`src/rtl/mskaes_host_pkg.sv`:
```
// Shared types and constants for the masked AES-128 host adapter.
// Holds the FSM encoding, the block width and the FIPS-197 C.1 reference vector.
package mskaes_host_pkg;

  localparam int AES_BLK = 128;

  typedef enum logic [1:0] {
    ST_IDLE = 2'd0,
    ST_LOAD = 2'd1,
    ST_BUSY = 2'd2,
    ST_HOLD = 2'd3
  } state_e;

  localparam logic [AES_BLK-1:0] FIPS_KEY = 128'h000102030405060708090a0b0c0d0e0f;
  localparam logic [AES_BLK-1:0] FIPS_PT  = 128'h00112233445566778899aabbccddeeff;
  localparam logic [AES_BLK-1:0] FIPS_CT  = 128'h69c4e0d86a7b0430d8cdb78070b4c55a;

endpackage

```
`src/rtl/mskaes_share_codec.sv`:
```
// Combinational Boolean masking codec: SPLIT=1 turns {r_(d-1)..r_1, x} into d shares,
// SPLIT=0 XORs d shares back into one word. Share i of bit j sits at index j*d+i.
module mskaes_share_codec #(
  parameter int d     = 2,
  parameter int W     = 128,
  parameter bit SPLIT = 1'b1,
  localparam int OUT_W = SPLIT ? W * d : W
) (
  input  logic [W*d-1:0]   din,
  output logic [OUT_W-1:0] dout
);

  if (SPLIT) begin : g_split
    always_comb begin
      logic acc;
      // NOTE: every variable gets a default before the loops so no path leaves it unassigned (no latch).
      acc  = 1'b0;
      dout = '0;
      for (int j = 0; j < W; j++) begin
        acc = din[j];
        for (int i = 1; i < d; i++) begin
          acc            ^= din[i*W + j];
          dout[j*d + i]   = din[i*W + j];
        end
        dout[j*d] = acc;
      end
    end
  end else begin : g_recombine
    always_comb begin
      dout = '0;
      for (int j = 0; j < W; j++) begin
        dout[j] = ^din[j*d +: d];
      end
    end
  end

endmodule

```
`src/rtl/mskaes_128bits_host_if.sv`:
```
// Host-side initiator for the masked AES-128 core: masks requests, launches one job, unmasks the result.
// Optional HOSTIF_WATCHDOG_EN adds wdog_err and aborts a job that stays in BUSY for WDOG_CYCLES cycles.
module mskaes_128bits_host_if
  import mskaes_host_pkg::*;
#(
  parameter int d           = 2,
  parameter int CNT_W       = 8,
  parameter int WDOG_CYCLES = 200
) (
  input  logic                       clk,
  input  logic                       nrst,
  input  logic                       in_valid,
  output logic                       in_ready,
  input  logic [AES_BLK-1:0]         in_plaintext,
  input  logic [AES_BLK-1:0]         in_key,
  input  logic [2*AES_BLK*(d-1)-1:0] mask_rnd,
  output logic                       core_valid_in,
  input  logic                       core_ready,
  input  logic                       core_cipher_valid,
  output logic [AES_BLK*d-1:0]       core_sh_plaintext,
  output logic [AES_BLK*d-1:0]       core_sh_key,
  input  logic [AES_BLK*d-1:0]       core_sh_ciphertext,
  output logic                       out_valid,
  input  logic                       out_ready,
  output logic [AES_BLK-1:0]         out_ciphertext,
`ifdef HOSTIF_WATCHDOG_EN
  output logic                       wdog_err,
`endif
  output logic [CNT_W-1:0]           busy_cycles
);

  localparam int RW = AES_BLK * (d - 1);

  if (d < 2) begin : g_bad_d
    $error("mskaes_128bits_host_if: d must be >= 2");
  end
  if (WDOG_CYCLES < 1 || WDOG_CYCLES > (1 << CNT_W)) begin : g_bad_wdog
    $error("mskaes_128bits_host_if: WDOG_CYCLES must be in 1..2**CNT_W");
  end

  logic [AES_BLK*d-1:0] pt_split;
  logic [AES_BLK*d-1:0] key_split;
  logic [AES_BLK-1:0]   ct_rec;
  logic [CNT_W-1:0]     cnt;
  state_e               state;

  mskaes_share_codec #(.d(d), .W(AES_BLK), .SPLIT(1'b1)) u_split_pt (
    .din  ({mask_rnd[RW-1:0], in_plaintext}),
    .dout (pt_split)
  );

  mskaes_share_codec #(.d(d), .W(AES_BLK), .SPLIT(1'b1)) u_split_key (
    .din  ({mask_rnd[2*RW-1:RW], in_key}),
    .dout (key_split)
  );

  // The only place shares are ever recombined.
  mskaes_share_codec #(.d(d), .W(AES_BLK), .SPLIT(1'b0)) u_recombine (
    .din  (core_sh_ciphertext),
    .dout (ct_rec)
  );

  function automatic logic [CNT_W-1:0] sat_inc(input logic [CNT_W-1:0] v);
    return (&v) ? v : v + CNT_W'(1);
  endfunction

  // NOTE: share registers are reset and cleared after each fetch so masked data never lingers.
  always_ff @(posedge clk or negedge nrst) begin
    if (!nrst) begin
      state             <= ST_IDLE;
      in_ready          <= 1'b0;
      core_valid_in     <= 1'b0;
      core_sh_plaintext <= '0;
      core_sh_key       <= '0;
      out_valid         <= 1'b0;
      out_ciphertext    <= '0;
      busy_cycles       <= '0;
      cnt               <= '0;
`ifdef HOSTIF_WATCHDOG_EN
      wdog_err          <= 1'b0;
`endif
    end else begin
      // NOTE: non-blocking assignments keep every register update tied to the same clock edge.
`ifdef HOSTIF_WATCHDOG_EN
      wdog_err <= 1'b0;
`endif
      case (state)
        ST_IDLE: begin
          if (in_valid && in_ready) begin
            core_sh_plaintext <= pt_split;
            core_sh_key       <= key_split;
            core_valid_in     <= 1'b1;
            in_ready          <= 1'b0;
            state             <= ST_LOAD;
          end else begin
            in_ready <= 1'b1;
          end
        end
        ST_LOAD: begin
          if (core_ready) begin
            core_sh_plaintext <= '0;
            core_sh_key       <= '0;
            core_valid_in     <= 1'b0;
            cnt               <= '0;
            state             <= ST_BUSY;
          end
        end
        ST_BUSY: begin
          if (core_cipher_valid) begin
            out_ciphertext <= ct_rec;
            out_valid      <= 1'b1;
            busy_cycles    <= sat_inc(cnt);
            state          <= ST_HOLD;
          end
`ifdef HOSTIF_WATCHDOG_EN
          else if (cnt == CNT_W'(WDOG_CYCLES - 1)) begin
            wdog_err          <= 1'b1;
            core_sh_plaintext <= '0;
            core_sh_key       <= '0;
            in_ready          <= 1'b1;
            state             <= ST_IDLE;
          end
`endif
          else begin
            cnt <= sat_inc(cnt);
          end
        end
        ST_HOLD: begin
          if (out_ready) begin
            out_valid      <= 1'b0;
            out_ciphertext <= '0;
            in_ready       <= 1'b1;
            state          <= ST_IDLE;
          end
        end
        default: state <= ST_IDLE;
      endcase
    end
  end

endmodule

```
`config.mk`:
```
export PLATFORM = sky130hd
export DESIGN_NAME = mskaes_128bits_host_if
export DESIGN_NICKNAME = d
export VERILOG_FILES = /design/src/rtl/mskaes_host_pkg.sv /design/src/rtl/mskaes_share_codec.sv /design/src/rtl/mskaes_128bits_host_if.sv
export SDC_FILE = /design/constraint.sdc
export NUM_CORES = 1
export LEC_CHECK = 0
export ABC_AREA = 1
export BUFFER_PORTS_ARGS = -buffer_cell sky130_fd_sc_hd__buf_2
export CAP_MARGIN = 20
export CORE_AREA = 2 2 563 565
export CTS_BUF_LIST = sky130_fd_sc_hd__clkbuf_4 sky130_fd_sc_hd__clkbuf_8
export DETAILED_ROUTE_END_ITERATION = 8
export DIE_AREA = 0 0 565 567
export GPL_TIMING_DRIVEN = 0
export SLEW_MARGIN = 20
export SYNTH_ARGS = -nofsm -noshare
export SYNTH_HDL_FRONTEND = slang
export SYNTH_SLANG_ARGS = --single-unit
```
`constraint.sdc`:
```
create_clock -name clk -period 1.9 [get_ports clk]
set_input_delay 0.38 -clock clk [delete_from_list [all_inputs] [get_ports clk]]
set_output_delay 0.38 -clock clk [all_outputs]
set_load 0.005 [all_outputs]
```
==> impl_metrics.json <==
{
  "critPathKind": "reg -> reg",
  "synth_cell_type_count": 21,
  "mostFrequentLayoutCells": "buf_2 (1422), nand2_1 (886), dlygate4sd3_1 (857)",
  "ios": 1425,
  "clkPwrFrac_pct": 18.0,
  "syn_nets": 3801,
  "hp-class": "in -> async",
  "vdd_drop_max_mv": 0.771,
  "critPathMaxFanout": 7,
  "sw_frac_of_total_pct": 45.3,
  "die-area_sq_um": 320000,
  "fmax_mhz": 445,
  "path_delay_family": "buffers and inverters",
  "cts_tree": "yes",
  "yosysSeqAreaShare_pct": 57.6,
  "worst_pin_slew_ns": 0.734,
  "grt_max_degree": 92,
  "vias_per_cell": 3.56,
  "p_sw_mw": 39.0,
  "status": "complete, but fails checks",
  "leakage_nw": 27.0,
  "fin_tns_setup_ns": -143.10,
  "rows": 206,
  "clk_latency_ns": 0.96,
  "drt_iter0_markers": 2901,
  "drv_cap": 0,
  "path_clk_slew_ns": 0.06,
  "dpl_cell_area_sq_um": 41300,
  "p_int_mw": 47.1,
  "grt.total_usage_pct": 17.2,
  "synthCells": 3022,
  "clockRootBuffer": "clkbuf_8",
  "slowest_stage": "dfrtp_1",
  "grt_pass1_wl_mm": 358,
  "crit_buf_inv": 5,
  "cpMostUsedCell": "buf_16",
  "path_cells": "inv_2 > ha_4 > inv_8 > o21ai_4 > nand2_8 > buf_16 > buf_16 > clkbuf_16 > nand2_2 > o21ai_1",
  "place_congestion": 0.999,
  "cts.path.max_buffers": 4,
  "p_per_area_nw_per_um2": 1520,
  "finalSetupViolCount": 853,
  "area_growth_pct": 97.0,
  "p_seq_share_pct": 28.3,
  "dp_hpwl_mm": 246,
  "arrival_ns": 2.97,
  "drive_gt1_share_pct": 38.9,
  "design_area_sq_um": 56500,
  "grt_use_met1_pct": 19.0,
  "first_pass_iters": 5,
  "synth-seq-cells": 661,
  "overflow": 0,
  "wirelength_mm": 291,
  "final_core_util_pct": 18.0,
  "cts_max_level": 3,
  "synth_edf_count": 0,
  "placedCellCount": 8617,
  "cts.sinks": 661,
  "layout_commonest_cell": "buf_2",
  "crit_path_end_kind": "register",
  "grt_setup_unrepaired": "true",
  "ys.flop_type": "dfrtp_1",
  "avgSynthCellArea_sq_um": 9.49,
  "slew_headroom_pct": 50.7,
  "met3_usage_pct": 7.65,
  "cp_data_required_time_ns": 2.62,
  "grtUsageMet2_pct": 27.9,
  "startpoint_type": "register",
  "wl_per_cell_microns": 29.4,
  "synthArstFlopShare_pct": 100,
  "finClkSkew_ns": 0.123,
  "drc": 0,
  "top_usage_layer": "met2",
  "yosysWarnings": 0,
  "fp.dieW_microns": 565,
  "min_period_over_period_pct": 118,
  "synth_area_sq_um": 28700,
  "coreArea_sq_um": 314000,
  "io_buffers": 1424,
  "slew_viol_final": 0,
  "comb_power_share_pct": 53.7,
  "final_nets": 6286,
  "num_vias": 35297,
  "antenna_found_initial": 342,
  "violations": "setup timing",
  "ant_nets": 0,
  "max_stage_delay_ns": 0.38,
  "start_util_pct": 9.14,
  "hold_viol": 0,
  "min_period_ns": 2.25,
  "cts_buffers": 124,
  "die_h_microns": 567,
  "fin_ws_ns": -0.349,
  "first_global_vias": 33808,
  "instances_no_fill": 9918
}
[what timing repair did]
item	CTS	global route
pin swaps	4	4
hold buffers	863	2
buffers inserted	14	5
endpoints found under the hold margin	868	71
setup endpoints to repair	1226	1324
gates cloned	20	28
resized for setup	405	524
[path summary, 6_finish.rpt]
kind / start / endpoint / slack, ns / cells past startpoint
max in group asynchronous: nrst / core_sh_plaintext[239] / -0.10 / 11
min: nrst / out_ciphertext[51] / 0.005 / 8
min reg2reg: core_sh_key[106] / core_sh_key[106] / 0.48 / 2
max: state[1] / core_sh_plaintext[208] / -0.35 / 10
min in group clk: core_sh_ciphertext[213] / out_ciphertext[106] / 0.21 / 5
max reg2reg: state[1] / core_sh_plaintext[208] / -0.35 / 10
[final cells by class]
| class | instances | area (sq um) |
|---|---|---|
| fillers | 34769 | 257000 |
| multi-input cells | 2160 | 12300 |
| well taps | 4160 | 5200 |
| inverters | 18 | 77.6 |
| diodes | 159 | 398 |
| plain buffers | 181 | 1730 |
| repair buffers | 2361 | 17700 |
| clock buffers | 183 | 2310 |
| flip-flops and latches | 661 | 16500 |
| clock inverters | 35 | 360 |
[worst reg2reg max path, delay by kind of cell (launching register included)]
family	cells	cell delay, ns
buffers and inverters	5	0.82
flip-flops	1	0.38
adder cells (fa/ha/maj)	1	0.25
AND/OR/NAND/NOR	2	0.22
AO/OA/AOI/OAI	2	0.31
[synth_stat cells, types with 11 or more instances]
library cell,instances,area (sq um)
o21ai_1,55,275
xnor2_1,257,2250
nand3_1,17,85.1
o21ai_0,595,2980
buf_6,57,642
clkbuf_1,97,364
inv_1,15,56.3
dfrtp_1,661,16500
buf_2,28,140
nor2_1,11,41.3
xor2_1,127,1110
nand2_1,1085,4070
[state kept, by name, summed over array words and instances, names as in the netlist]
signal,flops
in_ready,1
out_ciphertext,128
core_valid_in,1
core_sh_key,256
state,2
core_sh_plaintext,256
out_valid,1
cnt,8
busy_cycles,8
[metal layers]
layer,routed length (microns),share of wire [%]
met3,32300,11
met5,1520,0.52
met1,107000,37
met2,132000,45
met4,18100,6.2
[through the flow]
step	total power [mW]	hold slack [ns]	worst slack [ns]
CTS	81.0	-0.109	-0.312
global route	90.4	-0.0571	-0.392
finish	86.1	0.00530	-0.349
detailed placement	57.5	0.298	-1.63
floorplan	36.8	0.0844	0.256
global placement	57.0	0.463	-14.92
[power by group through the flow]
stage | Sequential (mW) | Combinational, mW | Clock [mW]
6_report | 24.4 | 46.2 | 15.5
5_1_grt | 24.9 | 49.2 | 16.4
4_1_cts | 23.7 | 41.4 | 15.8
3_5_place_dp | 23.8 | 33.7 | 0
3_3_place_gp | 23.7 | 33.4 | 0
2_1_floorplan | 23.7 | 13.0 | 0
[cell families (layout without fill, tap and decap cells)]
family,count (synthesis),count (layout),synth area share (%)
simple gates,1116,1116,14.7
xor+xnor,384,384,11.7
flops,661,661,57.6
other cells,0,159,0
compound gates,655,655,11.5
buf+inv,201,2778,4.25
fa+ha+maj,5,5,0.218
No activity file was read; power rests on OpenSTA's default activity.
